`src/rtl/mem_access_unit_pkg.sv`:
```
`default_nettype none
// +----------------------------------------------------------------------------+
// | mem_access_unit_pkg                                                        |
// | Shared load/store size codes, FSM state encoding and alignment helper.     |
// | Revision: 1.0                                                              |
// +----------------------------------------------------------------------------+
package mem_access_unit_pkg;

    localparam logic [2:0] F3_B  = 3'b000;
    localparam logic [2:0] F3_H  = 3'b001;
    localparam logic [2:0] F3_W  = 3'b010;
    localparam logic [2:0] F3_BU = 3'b100;
    localparam logic [2:0] F3_HU = 3'b101;

    typedef enum logic [1:0] {
        IDLE      = 2'd0,
        WAIT_GNT  = 2'd1,
        WAIT_RESP = 2'd2,
        DONE      = 2'd3
    } lsu_state_e;

    function automatic logic is_misaligned(input logic [2:0] funct3, input logic [1:0] addr_lo);
        case (funct3)
            F3_H, F3_HU: return addr_lo[0];
            F3_W:        return (addr_lo != 2'b00);
            default:     return 1'b0;
        endcase
    endfunction

endpackage
`default_nettype wire

```
`src/rtl/mem_access_unit_if.sv`:
```
`default_nettype none
// +----------------------------------------------------------------------------+
// | mem_access_unit_if                                                         |
// | req/gnt/rvalid data-memory bus between the load/store unit and memory.     |
// | Revision: 1.0                                                              |
// +----------------------------------------------------------------------------+
interface mem_access_unit_if #(
    parameter int ADDR_WIDTH = 32,
    parameter int DATA_WIDTH = 32
);
    logic                    mem_req;
    logic                    mem_we;
    logic [ADDR_WIDTH-1:0]   mem_addr;
    logic [DATA_WIDTH/8-1:0] mem_be;
    logic [DATA_WIDTH-1:0]   mem_wdata;
    logic                    mem_gnt;
    logic                    mem_rvalid;
    logic [DATA_WIDTH-1:0]   mem_rdata;

    modport master (
        output mem_req, mem_we, mem_addr, mem_be, mem_wdata,
        input  mem_gnt, mem_rvalid, mem_rdata
    );

    modport slave (
        input  mem_req, mem_we, mem_addr, mem_be, mem_wdata,
        output mem_gnt, mem_rvalid, mem_rdata
    );
endinterface
`default_nettype wire

```
`src/rtl/mem_access_unit_lane_align.sv`:
```
`default_nettype none
// +----------------------------------------------------------------------------+
// | lsu_lane_align                                                             |
// | Byte enables, store-data lane replication, misalign detect, load shift.    |
// | Revision: 1.0                                                              |
// +----------------------------------------------------------------------------+
module lsu_lane_align
    import mem_access_unit_pkg::*;
(
    input  wire logic [2:0]  i_funct3,
    input  wire logic [1:0]  i_addr_lo,
    input  wire logic        i_is_store,
    input  wire logic [31:0] i_wdata,
    input  wire logic [1:0]  i_rd_shift,
    input  wire logic [31:0] i_rdata,
    output logic      [3:0]  o_be,
    output logic      [31:0] o_wdata,
    output logic             o_misaligned,
    output logic      [31:0] o_rdata
);

    always_comb begin
        o_be    = 4'b1111;
        o_wdata = i_wdata;
        if (i_is_store) begin
            case (i_funct3)
                F3_B, F3_BU: begin
                    o_be    = 4'b0001 << i_addr_lo;
                    o_wdata = {4{i_wdata[7:0]}};
                end
                F3_H, F3_HU: begin
                    o_be    = 4'b0011 << {i_addr_lo[1], 1'b0};
                    o_wdata = {2{i_wdata[15:0]}};
                end
                default: ;
            endcase
        end
    end

    assign o_misaligned = is_misaligned(i_funct3, i_addr_lo);
    // Addressed byte/half lands in bit 0; extension happens downstream.
    assign o_rdata      = i_rdata >> {i_rd_shift, 3'b000};

endmodule
`default_nettype wire

```
`src/rtl/mem_access_unit.sv`:
```
`default_nettype none
// +----------------------------------------------------------------------------+
// | mem_access_unit                                                            |
// | MEM-stage load/store unit: one bus access per load/store, stalls the pipe. |
// | Revision: 1.0                                                              |
// +----------------------------------------------------------------------------+
module mem_access_unit
    import mem_access_unit_pkg::*;
#(
    parameter int ADDR_WIDTH   = 32,
    parameter int DATA_WIDTH   = 32,
    parameter int FUNCT3_WIDTH = 3
) (
    input  wire logic                    clk,
    input  wire logic                    rst_n,
    input  wire logic                    MemRead_M,
    input  wire logic                    MemWrite_M,
    input  wire logic [FUNCT3_WIDTH-1:0] funct3_M,
    input  wire logic [ADDR_WIDTH-1:0]   calc_result_M,
    input  wire logic [DATA_WIDTH-1:0]   WriteData_M,
    output logic      [DATA_WIDTH-1:0]   ReadData_M,
    output logic                         stall_M,
    output logic                         misaligned_M,
    mem_access_unit_if.master            bus
);

    lsu_state_e            state_q, state_d;
    logic [1:0]            addr_q, addr_d;
    logic                  we_q, we_d;
    logic [DATA_WIDTH-1:0] rdata_q, rdata_d;

    logic                  w_mem_op;
    logic                  w_misaligned;
    logic                  w_acc;
    logic                  w_req;
    logic                  w_stall;
    logic [3:0]            w_be;
    logic [DATA_WIDTH-1:0] w_wdata;
    logic [DATA_WIDTH-1:0] w_rdata_shifted;

    lsu_lane_align u_lane_align (
        .i_funct3     (funct3_M),
        .i_addr_lo    (calc_result_M[1:0]),
        .i_is_store   (MemWrite_M),
        .i_wdata      (WriteData_M),
        .i_rd_shift   (addr_q),
        .i_rdata      (bus.mem_rdata),
        .o_be         (w_be),
        .o_wdata      (w_wdata),
        .o_misaligned (w_misaligned),
        .o_rdata      (w_rdata_shifted)
    );

    assign w_mem_op = MemRead_M | MemWrite_M;
    assign w_acc    = w_mem_op & ~w_misaligned;

    always_comb begin
        state_d = state_q;
        addr_d  = addr_q;
        we_d    = we_q;
        rdata_d = rdata_q;
        w_req   = 1'b0;
        w_stall = 1'b0;
        case (state_q)
            IDLE: begin
                w_req   = w_acc;
                w_stall = w_acc;
                if (w_acc) begin
                    addr_d  = calc_result_M[1:0];
                    we_d    = MemWrite_M;
                    state_d = bus.mem_gnt ? WAIT_RESP : WAIT_GNT;
                end
            end
            WAIT_GNT: begin
                w_req   = 1'b1;
                w_stall = 1'b1;
                if (bus.mem_gnt) state_d = WAIT_RESP;
            end
            WAIT_RESP: begin
                w_stall = 1'b1;
                if (bus.mem_rvalid) begin
                    rdata_d = we_q ? '0 : w_rdata_shifted;
                    state_d = DONE;
                end
            end
            // Unconditional return: the next memory op needs a fresh IDLE cycle.
            DONE:    state_d = IDLE;
            default: state_d = IDLE;
        endcase
    end

    always_ff @(posedge clk or negedge rst_n) begin
        if (!rst_n) begin
            state_q <= IDLE;
            addr_q  <= 2'b00;
            we_q    <= 1'b0;
            rdata_q <= '0;
        end else begin
            state_q <= state_d;
            addr_q  <= addr_d;
            we_q    <= we_d;
            rdata_q <= rdata_d;
        end
    end

    // Gate with rst_n so no request or stall escapes while reset is held.
    assign bus.mem_req   = w_req & rst_n;
    assign stall_M       = w_stall & rst_n;
    assign misaligned_M  = w_mem_op & w_misaligned & (state_q == IDLE);
    assign ReadData_M    = (state_q == DONE) ? rdata_q : '0;

    assign bus.mem_we    = MemWrite_M;
    assign bus.mem_addr  = {calc_result_M[ADDR_WIDTH-1:2], 2'b00};
    assign bus.mem_be    = w_be;
    assign bus.mem_wdata = w_wdata;

endmodule
`default_nettype wire
```
`src/flat_wrapper.sv`:
```
// flat-port wrapper written by rule: the top's interface ports become plain ports
module mem_access_unit_flat import mem_access_unit_pkg::*;
#(
    parameter int ADDR_WIDTH   = 32,
    parameter int DATA_WIDTH   = 32,
    parameter int FUNCT3_WIDTH = 3
)
  (clk, rst_n, MemRead_M, MemWrite_M, funct3_M, calc_result_M, WriteData_M, ReadData_M, stall_M, misaligned_M, bus_mem_req, bus_mem_we, bus_mem_addr, bus_mem_be, bus_mem_wdata, bus_mem_gnt, bus_mem_rvalid, bus_mem_rdata);
  mem_access_unit_if #(.ADDR_WIDTH(ADDR_WIDTH), .DATA_WIDTH(DATA_WIDTH)) bus_i ();
  input  wire logic clk;
  input  wire logic rst_n;
  input  wire logic MemRead_M;
  input  wire logic MemWrite_M;
  input  wire logic [FUNCT3_WIDTH-1:0] funct3_M;
  input  wire logic [ADDR_WIDTH-1:0] calc_result_M;
  input  wire logic [DATA_WIDTH-1:0] WriteData_M;
  output logic      [DATA_WIDTH-1:0] ReadData_M;
  output logic stall_M;
  output logic misaligned_M;
  output wire logic [$bits(bus_i.mem_req)-1:0] bus_mem_req;
  output wire logic [$bits(bus_i.mem_we)-1:0] bus_mem_we;
  output wire logic [$bits(bus_i.mem_addr)-1:0] bus_mem_addr;
  output wire logic [$bits(bus_i.mem_be)-1:0] bus_mem_be;
  output wire logic [$bits(bus_i.mem_wdata)-1:0] bus_mem_wdata;
  input wire logic [$bits(bus_i.mem_gnt)-1:0] bus_mem_gnt;
  input wire logic [$bits(bus_i.mem_rvalid)-1:0] bus_mem_rvalid;
  input wire logic [$bits(bus_i.mem_rdata)-1:0] bus_mem_rdata;
  assign bus_mem_req = bus_i.mem_req;
  assign bus_mem_we = bus_i.mem_we;
  assign bus_mem_addr = bus_i.mem_addr;
  assign bus_mem_be = bus_i.mem_be;
  assign bus_mem_wdata = bus_i.mem_wdata;
  assign bus_i.mem_gnt = bus_mem_gnt;
  assign bus_i.mem_rvalid = bus_mem_rvalid;
  assign bus_i.mem_rdata = bus_mem_rdata;
  mem_access_unit #(.ADDR_WIDTH(ADDR_WIDTH), .DATA_WIDTH(DATA_WIDTH), .FUNCT3_WIDTH(FUNCT3_WIDTH)) u_core (.clk(clk), .rst_n(rst_n), .MemRead_M(MemRead_M), .MemWrite_M(MemWrite_M), .funct3_M(funct3_M), .calc_result_M(calc_result_M), .WriteData_M(WriteData_M), .ReadData_M(ReadData_M), .stall_M(stall_M), .misaligned_M(misaligned_M), .bus(bus_i));
endmodule
```
`config.mk`:
```
export PLATFORM = sky130hd
export DESIGN_NAME = mem_access_unit_flat
export DESIGN_NICKNAME = d
export VERILOG_FILES = /design/src/rtl/mem_access_unit_pkg.sv /design/src/rtl/mem_access_unit_if.sv /design/src/rtl/mem_access_unit_lane_align.sv /design/src/rtl/mem_access_unit.sv /design/src/flat_wrapper.sv
export SDC_FILE = /design/constraint.sdc
export NUM_CORES = 1
export LEC_CHECK = 0
export CAP_MARGIN = 10
export CORE_ASPECT_RATIO = 0.9
export CORE_UTILIZATION = 34
export CTS_CLUSTER_SIZE = 24
export DETAILED_ROUTE_END_ITERATION = 7
export PLACE_DENSITY = 0.79
export SKIP_LAST_GASP = 1
export SLEW_MARGIN = 25
export SYNTH_ARGS = -nofsm -noshare
export SYNTH_HDL_FRONTEND = slang
export SYNTH_HIERARCHICAL = 1
export SYNTH_SLANG_ARGS = --single-unit
```
`constraint.sdc`:
```
create_clock -name clk -period 1.4 [get_ports clk]
set_input_delay 0.21 -clock clk [delete_from_list [all_inputs] [get_ports clk]]
set_output_delay 0.21 -clock clk [all_outputs]
set_load 0.01 [all_outputs]
```
**After elaboration in Yosys (flattened, before gate mapping)**

Index checks and enable logic that the tools add are counted.

- Equality and inequality tests: 10
- Shift operators: 3
- Multiplexer cells: 14
- Bitwise gates (word level): 7
- Reduce and logical (&&, ||, !) cells: 9

Operators by type and width:

| operator | count |
|---|---|
| $mux 32 | 3 |
| $pmux 32 s2 | 1 |
| $shr 32x5->32 | 1 |
| $mux 2 | 4 |
| $pmux 2 s4 | 1 |
| $pmux 4 s2 | 1 |
| $eq 3x3->1 const B | 2 |
| $pmux 1 s2 | 3 |
| $reduce_or 2->1 | 3 |
| $and 1x1->1 | 5 |
| $eq 2x2->1 const B | 2 |
| $mux 4 | 1 |
| $ne 2x2->1 const B | 2 |
| $reduce_and 2->1 | 2 |
| $shl 1x2->4 const A | 1 |
| $shl 2x2->4 const A | 1 |
| $eq 3x1->1 const B | 1 |
| $eq 3x2->1 const B | 1 |
| $logic_not 3->1 | 1 |
| $reduce_and 3->1 | 1 |
| $eq 2x1->1 const B | 1 |
| $logic_not 2->1 | 1 |
| $ne 2x1->1 const B | 1 |
| $reduce_bool 2->1 | 1 |
| 2 further kinds | 2 |

- Register bits: 37
- Input port bits: 105
- Output and inout port bits: 104

**Depth between registers and ports, before layout**

- Word-level depth: 7
- Depth in mapped cells: 6
- Depth with buffers taken out: 5

**By module**

The synthesis kept the hierarchy.

By module, submodules not included:

| module | times used | cells an instance | area an instance (µm²) | sequential area each (µm²) |
|---|---|---|---|---|
| mem_access_unit | 1 | 238 | 2,125.8 | 925.9 |
| lsu_lane_align | 1 | 121 | 1,092.3 | 0.0 |

**Worst setup path before layout**

Ideal clock, no wire load.

- Kind: register to register
- Start point: reg u_core.state_q[0]
- End point: reg u_core.addr_q[0]
- Library setup time: 0.125 ns
- Arrival: 1.359 ns
- Data required time: 1.275 ns
- Setup slack: -0.083 ns
- Cell stages (with the launch flop): 6
- Buffers on the path: 0
- Clock period less this slack: 1.483 ns
- Cell sequence: dfrtp_1 > inv_1 > ha_1 > o21ai_0 > nor2_1 > mux2_2

- Longest elaborated chain between the ends: 2

Ends and longest elaborated chain:

| what | RTL line | source |
|---|---|---|
| start: declaration | mem_access_unit.sv:27 | `lsu_state_e state_q, state_d;` |
| start signal: assignment | mem_access_unit.sv:99 | `state_q <= state_d;` |
| $logic_not 2->1 | mem_access_unit.sv:64 | `case (state_q)` |
| $reduce_and 2->1 (no source line) | - |  |
| end signal: assignment | mem_access_unit.sv:100 | `addr_q <= addr_d;` |
| end: declaration | mem_access_unit.sv:28 | `logic [1:0] addr_q, addr_d;` |

Every way passes these cells.
A chain may end at the register's enable or synchronous reset.

**Final worst setup path**

- Start point: reg u_core.state_q[1]
- End point: out stall_M

- Longest elaborated chain between the ends: 4
- Elaborated cells on any way between the ends: 6
- Classes of those cells: eq/ne: 2; mux: 1; bitwise: 1; reduce/logical: 2

Ends and longest elaborated chain:

| what | RTL line | source |
|---|---|---|
| $eq 2x1->1 or $eq 2x2->1 (tied branches) | mem_access_unit.sv:64 |  |
| $reduce_or 2->1 (no source line) | - |  |
| $pmux 1 s2 (*) | mem_access_unit.sv:64 |  |
| $and 1x1->1 (*) | mem_access_unit.sv:108 | `assign stall_M = w_stall & rst_n;` |
| end: declaration | flat_wrapper.sv:18 | `output logic stall_M;` |

Mark *: on every way between the ends. The rest lies on a longest branch, timed or not.

==> results <==
==> sequential cells by signal (all words and copies together) (netlist names) <==
register / flops
u_core/addr_q: 2
u_core/rdata_q: 32
u_core/state_q: 2
u_core/we_q: 1
==> cell type report <==
type | instances | area [µm²] | share of cell area
multi-input combinational | 254 | 2320 | 0.382
clock buffer | 7 | 86.3 | 0.0142
inverter | 7 | 31.3 | 0.00515
clock inverter | 1 | 30.0 | 0.00494
timing repair buffer | 228 | 2530 | 0.416
tap | 122 | 153 | 0.0251
sequential | 37 | 926 | 0.152
==> per-layer routing <==
layer	wire (µm)	vias to the layer above	GRT usage
li1	-	1515	-
met1	4620	1603	0.228
met2	6760	175	0.408
met3	793	29	0.0506
met4	405	0	0.0726
met5	0	-	0
==> repair_timing <==
item	in CTS	in global routing
buffers inserted	27	5
setup endpoints to repair	77	95
pin swaps	16	65
cloned	4	12
gates resized for setup	374	167
==> critical path: cells and delay by family (launching register included) <==
family	cells	cell delay [ps]
buffers and inverters	3	310
and+or+nand+nor	1	70
adders and majority gates	1	160
AOI/OAI and AO/OA	2	290
DFF	1	420
==> where the power goes <==
group          internal, µW  switching (µW)
Sequential             1530             480
Clock                   581             402
Combinational          3430            2690
Total                  5540            3580
==> kinds of logic after synthesis <==
family,share of synthesized area
DFF,0.288
and+or+nand+nor,0.208
buffers and inverters,0.137
muxes,0.248
adders and majority gates,0.0233
AOI/OAI and AO/OA,0.0945
other,0.00117
==> layout by cell type (no fill, tap or decap), types with 10 or more instances in the layout <==
cell type	count
buf_6	77
o21ai_1	17
and2_4	31
mux2_4	32
buf_2	10
mux2i_1	36
o21ai_2	16
buf_12	13
nand2b_1	33
nand2_4	15
dfrtp_1	37
clkdlybuf4s50_1	61
nand2_2	13
nor2_1	10
buf_4	35
dlygate4sd2_1	18
==> metrics by stage <==
step	utilization	worst slack (ps)	instance area (µm²)
finish	0.663	-331	6080
global route	0.663	-415	6080
CTS	0.580	-322	5320
detailed placement	0.531	-853	4860
global placement	0.531	-807	4860
floorplan	-	17.5	3220
==> how the worst max path moves through the flow <==
stage	startpoint	end	slack, ps	cells past startpoint
final	u_core/state_q[1]	stall_M	-330	7
after global routing	u_core/state_q[0]	stall_M	-410	7
after CTS	u_core/state_q[1]	stall_M	-320	7
after detailed placement	funct3_M[0]	bus_mem_wdata[9]	-850	6
after global placement	funct3_M[0]	bus_mem_wdata[13]	-810	6
after floorplan	u_core/state_q[1]	u_core/state_q[0]	20	4
==> summary.md <==
| Metric | Value |
|---|---|
| Number of cells on the worst reg-to-reg path | `7` |
| DR vias/cell | `5.06` |
| Ports | `209` |
| Pwr Total | `9120 µW` |
| Fin crit share | `1.24` |
| Worst setup margin | `-331 ps` |
| Top-count cell post-synth | `buf_4` |
| Skew final | `15.2 ps` |
| Routed wire per std cell | `19.2 µm` |
| GRT Resource Usage Total | `0.213` |
| Ant diodes | `0` |
| Clk_lat worst skew | `300 ps` |
| Unrepaired setup endpoints after global routing | `true` |
| Placed Instances | `607` |
| Drt pass-1 iters | `4` |
| Vias | `3,322` |
| Initial Util | `0.351` |
| Status | `finished, violations left` |
| Grt total ovfl | `0` |
| Syn Inst Count | `359` |
| CTS Buffer Depth | `2` |
| Post-synth EDFFs | `0` |
| CP cell instances | `buf_6, inv_4, ha_4, o21ai_4, nor2_4, o211a_1, buf_2` |
| Endpoints failing hold | `0` |
| Fin crit period | `1730 ps` |
| Area growth syn-to-layout | `88.8%` |
| Synthesis-stage register bit count | `37` |
| CP max-delay cell | `dfrtp_1` |
| CP peak stage delay | `420 ps` |
| Final Instance Count excl. Fillers | `656` |
| Final #Nets | `roughly 640` |
| Fill cells | `roughly 690` |
| Cts hold-fix bufs | `0` |
| Antenna-violating nets left | `0` |
| Crit path max fanout | `3` |
| Total detailed-routing wirelength | `about 13 mm` |
| Core area | `9170 µm²` |
| Peak Freq | `578 MHz` |
| Violated checks | `negative setup slack` |
| Initial DRC Count | `157` |
| Req. time, crit path | `1190 ps` |
| Share of cells above drive strength 1 | `0.524` |
| First-pass GRT wire length | `around 16 mm` |
| Worst Hold Slack | `26.5 ps` |
| Cell taking the most area after synthesis | `dfrtp_1` |
| Main area contributors after synthesis | `dfrtp_1, mux2i_1, buf_4` |
| Slew @ Worst Pin | `496 ps` |
| Initial antenna violation count | `0` |
| Reg2Reg Setup Slack | `-300 ps` |
| CTS sink cnt | `37` |
| RePlAce Congestion | `0.850` |
| Peak supply drop | `approximately 760 µV` |
| DIE AREA | `around 9900 µm²` |
| PwrDens | `1500 nW/µm²` |
| Slew HR | `0.668` |
| Class of the worst hold path | `primary input to asynchronous set/reset pin` |
| Die H | `about 94 µm` |
| Kind of end point of the critical path | `primary output` |
| RR Startpoint | `u_core/state_q[1]` |
| Leakage | `0.00285 µW` |
| Setup crit start kind | `register` |
| Vias in the first global route | `~3,200` |
| Top FF cell, synth | `dfrtp_1` |
| Async set or reset register ratio after synthesis | `1.00` |
| Yosys top cell area share | `0.288` |
| Crit Path Class | `register to primary output` |
| Syn Area/Cell | `8.96 µm²` |
| Reg-to-Reg End | `u_core/state_q[0]` |
| Die X | `105 µm` |
| DRC errors left | `0` |
| Setup Viol. Count Final | `85` |
| Top post-synthesis cells by count | `buf_4, and2_1, dfrtp_1, o21ai_0, mux2i_1` |
| Fin. max-slew vios | `0` |
| YS warnings | `6` |
| Post-synthesis sequential area ratio | `0.288` |
| Mapped cell area | `3220 µm²` |
| Worst Path Arrival | `1520 ps` |
| Total Neg Setup Slack | `-11,980 ps` |
| Maxcap violations | `0` |
| Yosys cell types | `26` |
| CTS H-tree depth | `2` |
| CTS tree | `done` |
| Dpl hpwl | `7.70 mm` |
| CTS buffer count | `5` |
| Row count | `33` |
| Worst-path clk slew | `approximately 80 ps` |
| Root buf cell | `clkbuf_8` |
| PortBufs | `146` |
| Largest net degree at the start of global routing | `40` |
Note: power is estimated with default switching activity, not from simulation.
